--- src/rtl/exe_mem_elastic_reg.sv ---
// exe_mem_elastic_reg: elastic EXE->MEM pipeline register with valid/ready
// handshaking, synchronous flush and an optional skid entry.
//
// Build option: define EXE_MEM_REG_SKID_EN to add the skid entry, which makes
// in_ready come straight from a flop (occupancy 0..2). Without it the block
// holds one entry and in_ready is combinational from out_ready (occupancy 0..1).
//
// Ports:
//   clk, rst            clock, asynchronous active-high reset
//   flush               kill all held entries and the current input next edge
//   in_valid/in_ready   upstream handshake (EXE side)
//   pc_in, alu_res_in, val_rm_in, dest_in, mem_w_en_in, mem_r_en_in, wb_en_in
//                       EXE payload
//   out_valid/out_ready downstream handshake (MEM side)
//   pc_out, alu_res_out, val_rm_out, dest_out
//                       head payload
//   mem_w_en_out, mem_r_en_out, wb_en_out
//                       head control bits, forced low when out_valid is low
//   occupancy           number of held entries
module exe_mem_elastic_reg #(
  parameter int unsigned ADDR_W = 32,
  parameter int unsigned DEST_W = 4
) (
  input  logic              clk,
  input  logic              rst,
  input  logic              flush,
  input  logic              in_valid,
  output logic              in_ready,
  input  logic [ADDR_W-1:0] pc_in,
  input  logic [ADDR_W-1:0] alu_res_in,
  input  logic [ADDR_W-1:0] val_rm_in,
  input  logic [DEST_W-1:0] dest_in,
  input  logic              mem_w_en_in,
  input  logic              mem_r_en_in,
  input  logic              wb_en_in,
  output logic              out_valid,
  input  logic              out_ready,
  output logic [ADDR_W-1:0] pc_out,
  output logic [ADDR_W-1:0] alu_res_out,
  output logic [ADDR_W-1:0] val_rm_out,
  output logic [DEST_W-1:0] dest_out,
  output logic              mem_w_en_out,
  output logic              mem_r_en_out,
  output logic              wb_en_out,
  output logic [1:0]        occupancy
);

  typedef struct packed {
    logic [ADDR_W-1:0] pc;
    logic [ADDR_W-1:0] alu_res;
    logic [ADDR_W-1:0] val_rm;
    logic [DEST_W-1:0] dest;
    logic              mem_w_en;
    logic              mem_r_en;
    logic              wb_en;
  } entry_t;

  entry_t in_e;
  entry_t head_q, head_d;
  logic   head_v_q, head_v_d;
  logic   accept, drain;

  // Pack the incoming bundle
  assign in_e.pc       = pc_in;
  assign in_e.alu_res  = alu_res_in;
  assign in_e.val_rm   = val_rm_in;
  assign in_e.dest     = dest_in;
  assign in_e.mem_w_en = mem_w_en_in;
  assign in_e.mem_r_en = mem_r_en_in;
  assign in_e.wb_en    = wb_en_in;

  assign accept = in_valid && in_ready && !flush;
  assign drain  = head_v_q && out_ready;

`ifdef EXE_MEM_REG_SKID_EN
  entry_t skid_q, skid_d;
  logic   skid_v_q, skid_v_d;
  logic   ready_q;

  // Registered ready; it is the inverse of the next skid state, so an
  // accept can only ever land in an empty skid.
  assign in_ready  = ready_q;
  assign occupancy = 2'(head_v_q) + 2'(skid_v_q);

  // Next-state: skid refills the head ahead of any new input
  always_comb begin
    head_d   = head_q;
    head_v_d = head_v_q;
    skid_d   = skid_q;
    skid_v_d = skid_v_q;
    if (flush) begin
      head_v_d = 1'b0;
      skid_v_d = 1'b0;
    end else if (!head_v_q || drain) begin
      if (skid_v_q) begin
        head_d   = skid_q;
        head_v_d = 1'b1;
        skid_v_d = 1'b0;
      end else begin
        head_v_d = accept;
        if (accept) head_d = in_e;
      end
    end else if (accept) begin
      skid_d   = in_e;
      skid_v_d = 1'b1;
    end
  end

  // State registers
  always_ff @(posedge clk or posedge rst) begin
    if (rst) begin
      head_q   <= '0;
      head_v_q <= 1'b0;
      skid_q   <= '0;
      skid_v_q <= 1'b0;
      ready_q  <= 1'b0;
    end else begin
      head_q   <= head_d;
      head_v_q <= head_v_d;
      skid_q   <= skid_d;
      skid_v_q <= skid_v_d;
      ready_q  <= !skid_v_d;
    end
  end
`else
  // Single entry: ready whenever the head is empty or leaving this cycle
  assign in_ready  = !rst && (!head_v_q || out_ready);
  assign occupancy = {1'b0, head_v_q};

  // Next-state for the head entry
  always_comb begin
    head_d   = head_q;
    head_v_d = head_v_q;
    if (flush) begin
      head_v_d = 1'b0;
    end else if (!head_v_q || drain) begin
      head_v_d = accept;
      if (accept) head_d = in_e;
    end
  end

  // State registers
  always_ff @(posedge clk or posedge rst) begin
    if (rst) begin
      head_q   <= '0;
      head_v_q <= 1'b0;
    end else begin
      head_q   <= head_d;
      head_v_q <= head_v_d;
    end
  end
`endif

  // Head drives the MEM side; control bits never assert on a bubble
  assign out_valid    = head_v_q;
  assign pc_out       = head_q.pc;
  assign alu_res_out  = head_q.alu_res;
  assign val_rm_out   = head_q.val_rm;
  assign dest_out     = head_q.dest;
  assign mem_w_en_out = head_q.mem_w_en & head_v_q;
  assign mem_r_en_out = head_q.mem_r_en & head_v_q;
  assign wb_en_out    = head_q.wb_en & head_v_q;

endmodule

--- config.mk ---
export PLATFORM = sky130hd
export DESIGN_NAME = exe_mem_elastic_reg
export DESIGN_NICKNAME = d
export VERILOG_FILES = /design/src/rtl/exe_mem_elastic_reg.sv
export SDC_FILE = /design/constraint.sdc
export NUM_CORES = 1
export LEC_CHECK = 0
export ABC_CLOCK_PERIOD_IN_PS = 7320
export CORE_MARGIN = 1.5
export CORE_UTILIZATION = 45
export CTS_CLUSTER_DIAMETER = 120
export DETAILED_ROUTE_END_ITERATION = 7
export PLACE_DENSITY = 0.94
export SYNTH_ARGS = -nofsm -noshare
export SYNTH_HDL_FRONTEND = slang
export SYNTH_SLANG_ARGS = --single-unit
export TNS_END_PERCENT = 10
--- constraint.sdc ---
create_clock -name clk -period 7.32 [get_ports clk]
set_clock_uncertainty 0.2 [all_clocks]
set_input_delay 2.196 -clock clk [delete_from_list [all_inputs] [get_ports clk]]
set_output_delay 2.196 -clock clk [all_outputs]
set_load 0.02 [all_outputs]
Word-level counts from Yosys, hierarchy flattened
Cells that the tools add are included.
Storage, ports and cells
  register bits after elaboration: 104
  output and inout port bits: 107
  word-level logic and storage cells: 25
Operators by class
  multiplexer cells: 2
  bitwise operators: 4
  reductions and logical operators: 11
Operators with widths (number)
  $logic_and A1 B1 Y1: 4
  $and A1 B1 Y1: 3
  $logic_not A1 Y1: 3
  $reduce_and A3 Y1: 1
  $logic_or A1 B1 Y1: 2
  $mux W1: 2
  $reduce_bool A2 Y1: 1
  $not A1 Y1: 1

Longest topological paths before layout
  depth in word-level cells: 7
  mapped depth: 5
  mapped depth without buffers: 3

Worst setup path after synthesis
Ideal clock, no wire load.
  kind: input to output
  start point: in out_ready
  end point: out in_ready
  arrival: 2.525 ns
  required time: 4.924 ns
  slack: 2.399 ns
  cell stages on the path: 2
  buffers on the path: 0
  cells stage by stage: nor2b_2 nor2_1
On the way
  longest elaborated chain between the ends: 2
Ends and longest elaborated chain
  start, declared: line 37  | input logic out_ready,
  $logic_or A1 B1 Y1: line 127  | assign in_ready = !rst && (!head_v_q || out_ready);
  $logic_and A1 B1 Y1: line 127
  end, declared: line 28  | output logic in_ready,
No other way between the ends.

Worst setup path in the final report
  start point: in rst
  end point: out in_ready
On the way
  longest elaborated chain between the ends: 2
Ends and longest elaborated chain
  start, declared: line 25  | input logic rst,
  $logic_not A1 Y1 (no source line)
  $logic_and A1 B1 Y1: line 127
No other way between the ends.

==> results.py <==
metrics = {
    "layout": {
        "layout_commonest_cell": "sky130_fd_sc_hd__clkdlybuf4s50_1",
        "utilization_pct": 61.9,
        "finish.net_count": 552,
        "layout-area-overhead-vs-synth_pct": 34.8,
        "post_route_cells_drive_above_1_share_pct": 13.4,
        "most-common-layout-cells": "213 x sky130_fd_sc_hd__clkdlybuf4s50_1, 104 x sky130_fd_sc_hd__dfrtp_1, 59 x sky130_fd_sc_hd__mux2_1, 44 x sky130_fd_sc_hd__mux2_2, 9 x sky130_fd_sc_hd__clkbuf_8",
        "insertedDiodeCount": 0,
    },
    "sta": {
        "rsz0062_at_grt": "no",
        "drv_slew": 0,
        "fin_ws_ps": 1420,
        "worst-slew-pin-transition_ps": 736,
        "setup-violations-final": 0,
        "slew-limit-headroom_pct": 51.0,
        "fin_crit_sh_pct": 80.7,
        "max_clock_freq_mhz": 169,
        "number_of_hold_violations_in_the_final_report": 0,
        "setup_total_negative_slack_ps": 0,
        "timing.final.crit_period_ps": 5900,
    },
    "clocking": {
        "sinks_on_clock_net": 104,
        "cts_buffer_depth": 2,
        "clock_transition_at_the_registers_of_the_reported_paths_ps": 80,
        "cts.root.buffer_cell": "sky130_fd_sc_hd__clkbuf_8",
        "cts_tree": "yes",
        "clock_tree.htree_level_count": 3,
        "cts_hold_buffers": 0,
        "post_cts_resize_count": 0,
        "numCtsBuffers": 9,
        "post-cts-setup-buffer-count": 0,
        "insertion_delay_ps": 340,
    },
    "die": {
        "num_rows": 37,
        "height_of_the_die_um": 105,
        "ioPinCount": 215,
        "die_width_um": 105,
        "floorplan_die_area_mm2": 0.0111,
        "design.core.area_mm2": 0.0102,
        "initial_utilization_pct": 45.9,
    },
    "global_route": {
        "grt_first_pass_wirelength_mm": 15.2,
        "total_global_routing_track_utilization_pct": 17.6,
        "use_met3_pct": 6.36,
        "grt-busiest-layer": "met2",
        "first_global_vias": 2943,
        "antenna_found_initial": 0,
        "maximum_number_of_pins_on_one_net_before_global_route_repair": 59,
        "gr-usage-met1_pct": 19.6,
        "grt_residual_overflow": 0,
        "grt_util_met2_pct": 30.5,
    },
    "synth": {
        "yosysUniqueCellTypes": 13,
        "yosysSeqAreaShare_pct": 55.4,
        "syn_nets": 438,
        "synth.largest_area_cell": "sky130_fd_sc_hd__dfrtp_1",
        "synth_area_leaders": "sky130_fd_sc_hd__dfrtp_1 55%, sky130_fd_sc_hd__buf_4 16%, sky130_fd_sc_hd__mux2_1 14%, sky130_fd_sc_hd__mux2_2 11%, sky130_fd_sc_hd__buf_6 1.4%",
        "syn_inst": 330,
        "synth_top_cell_area_share_pct": 55.4,
        "synth.yosys.warnings": 0,
        "postSynthRegisterBits": 104,
        "netlist_area_mm2": 0.00470,
        "syn_avg_cell_area_um2": 14.2,
    },
    "power": {
        "p_sw_share_pct": 29.6,
        "clock_power_share_pct": 20.0,
        "p_int_uw": 1160,
        "power_per_cell_area_mw_per_mm2": 261,
        "power.share.sequential_pct": 45.2,
        "power_frac_comb_pct": 34.8,
        "netSwitchingPower_uw": 489,
        "peak_supply_drop_uv": 128,
        "static_leakage_uw": 0.00261,
    },
    "min_path": {
        "hold_class": "reg2reg",
    },
    "setup_path": {
        "critPathCaptureType": "primary output",
        "slowest_stage_cell_cp": "sky130_fd_sc_hd__clkdlybuf4s50_1",
        "worstPathRequired_ps": 4920,
        "timing.critical_path.fanout_max": 3,
        "max_stage_delay_ps": 620,
        "critical_path_arrival_ps": 3510,
        "critical_path_class": "in2out",
        "crit_chain": "clkdlybuf4s50_1, nor2_1, clkdlybuf4s50_1",
        "cp-start-kind": "primary input",
        "crit_path_frequent_cell": "sky130_fd_sc_hd__clkdlybuf4s50_1",
    },
    "detailed_routing": {
        "antenna_violating_nets_post_route": 0,
        "detail_route.first_pass.iterations": 4,
        "dr.first_iter.drc_count": 58,
        "vias_per_cell": 4.59,
        "dr_total_vias": 2675,
        "route.detailed.wl_per_inst_um": 16.0,
        "post-route-drc-count": 0,
        "drt_wl_total_mm": 9.34,
    },
    "placement": {
        "setup_slack_placement_ps": 1410,
        "gpl.final_weighted_congestion": 0.697,
        "detailed_place_hpwl_mm": 7.16,
        "io_buffer_count": 213,
    },
    "run_status": {
        "status": "finished clean",
    },
    "job": {
        "cap_violations": 0,
    },
}
state kept, by name (all words and copies together), names as in the netlist:
register / cells
out_valid: 1
val_rm_out: 32
dest_out: 4
pc_out: 32
alu_res_out: 32
head_q: 3
final timing paths:
kind	startpoint	to	slack, ps	depth (start not counted)
min in group asynchronous	rst	pc_out[21]$_DFFE_PP0P_	2180	2
max in group asynchronous	rst	dest_out[3]$_DFFE_PP0P_	3580	3
hold reg to reg	alu_res_out[1]$_DFFE_PP0P_	alu_res_out[1]$_DFFE_PP0P_	290	1
setup / recovery	rst	in_ready	1420	3
setup reg to reg	out_valid$_DFFE_PP0P_	val_rm_out[21]$_DFFE_PP0P_	5060	4
hold / removal	alu_res_out[1]$_DFFE_PP0P_	alu_res_out[1]$_DFFE_PP0P_	290	1
area by class of cell:
cell class              count  area (um2)
fillers                   794        3900
multi-input cells         111        1230
inverters                   2        10.0
flip-flops and latches    104        2600
repair buffers            216        2150
clock buffers              13         139
clock inverters             1        30.0
well taps                 136         170
through the flow:
step | hold WS, ps | cell area, um2 | total power (uW) | std cells
after CTS | 294 | 6330 | 1680 | 583
after global routing | 305 | 6330 | 1740 | 583
after global placement | 263 | 6160 | 1320 | 569
final | 290 | 6330 | 1650 | 583
after floorplan | 250 | 4700 | 1180 | 330
after detailed placement | 274 | 6160 | 1340 | 569
power by group through the flow:
stage                     registers, uW  clock network [uW]  logic [uW]
after floorplan                     742                   0         434
after global placement              752                   0         569
after detailed placement            761                   0         581
after CTS                           750                 344         582
after global routing                764                 368         606
final                               748                 330         575
cells in the mapped netlist, drive strengths merged:
library cell,number
dfrtp,104
buf,113
and2,3
nor2b,1
nor2,1
a21o,1
conb,1
mux2,103
inv,2
nor4b,1
worst max-delay path, delay by kind of cell:
kind	cells	cell delay [ps]
buffers and inverters	2	1140
and+or+nand+nor	1	170
cell families (layout without fill, tap and decap cells):
kind of cell / Yosys count / in the layout / share of synthesized area [%]
simple gates: 6 / 6 / 1.17
mux: 103 / 103 / 24.7
flops: 104 / 104 / 55.4
compound gates: 1 / 1 / 0.160
other cells: 1 / 1 / 0.0798
buf+inv: 115 / 232 / 18.5
routing by layer:
layer / part of all wire [%] / vias up
met3: 8.9 / 14
met1: 38 / 1303
met5: 0 / -
met4: 1.9 / 0
li1: - / 1224
met2: 51 / 134
Note: power is estimated with default switching activity, not from simulation.
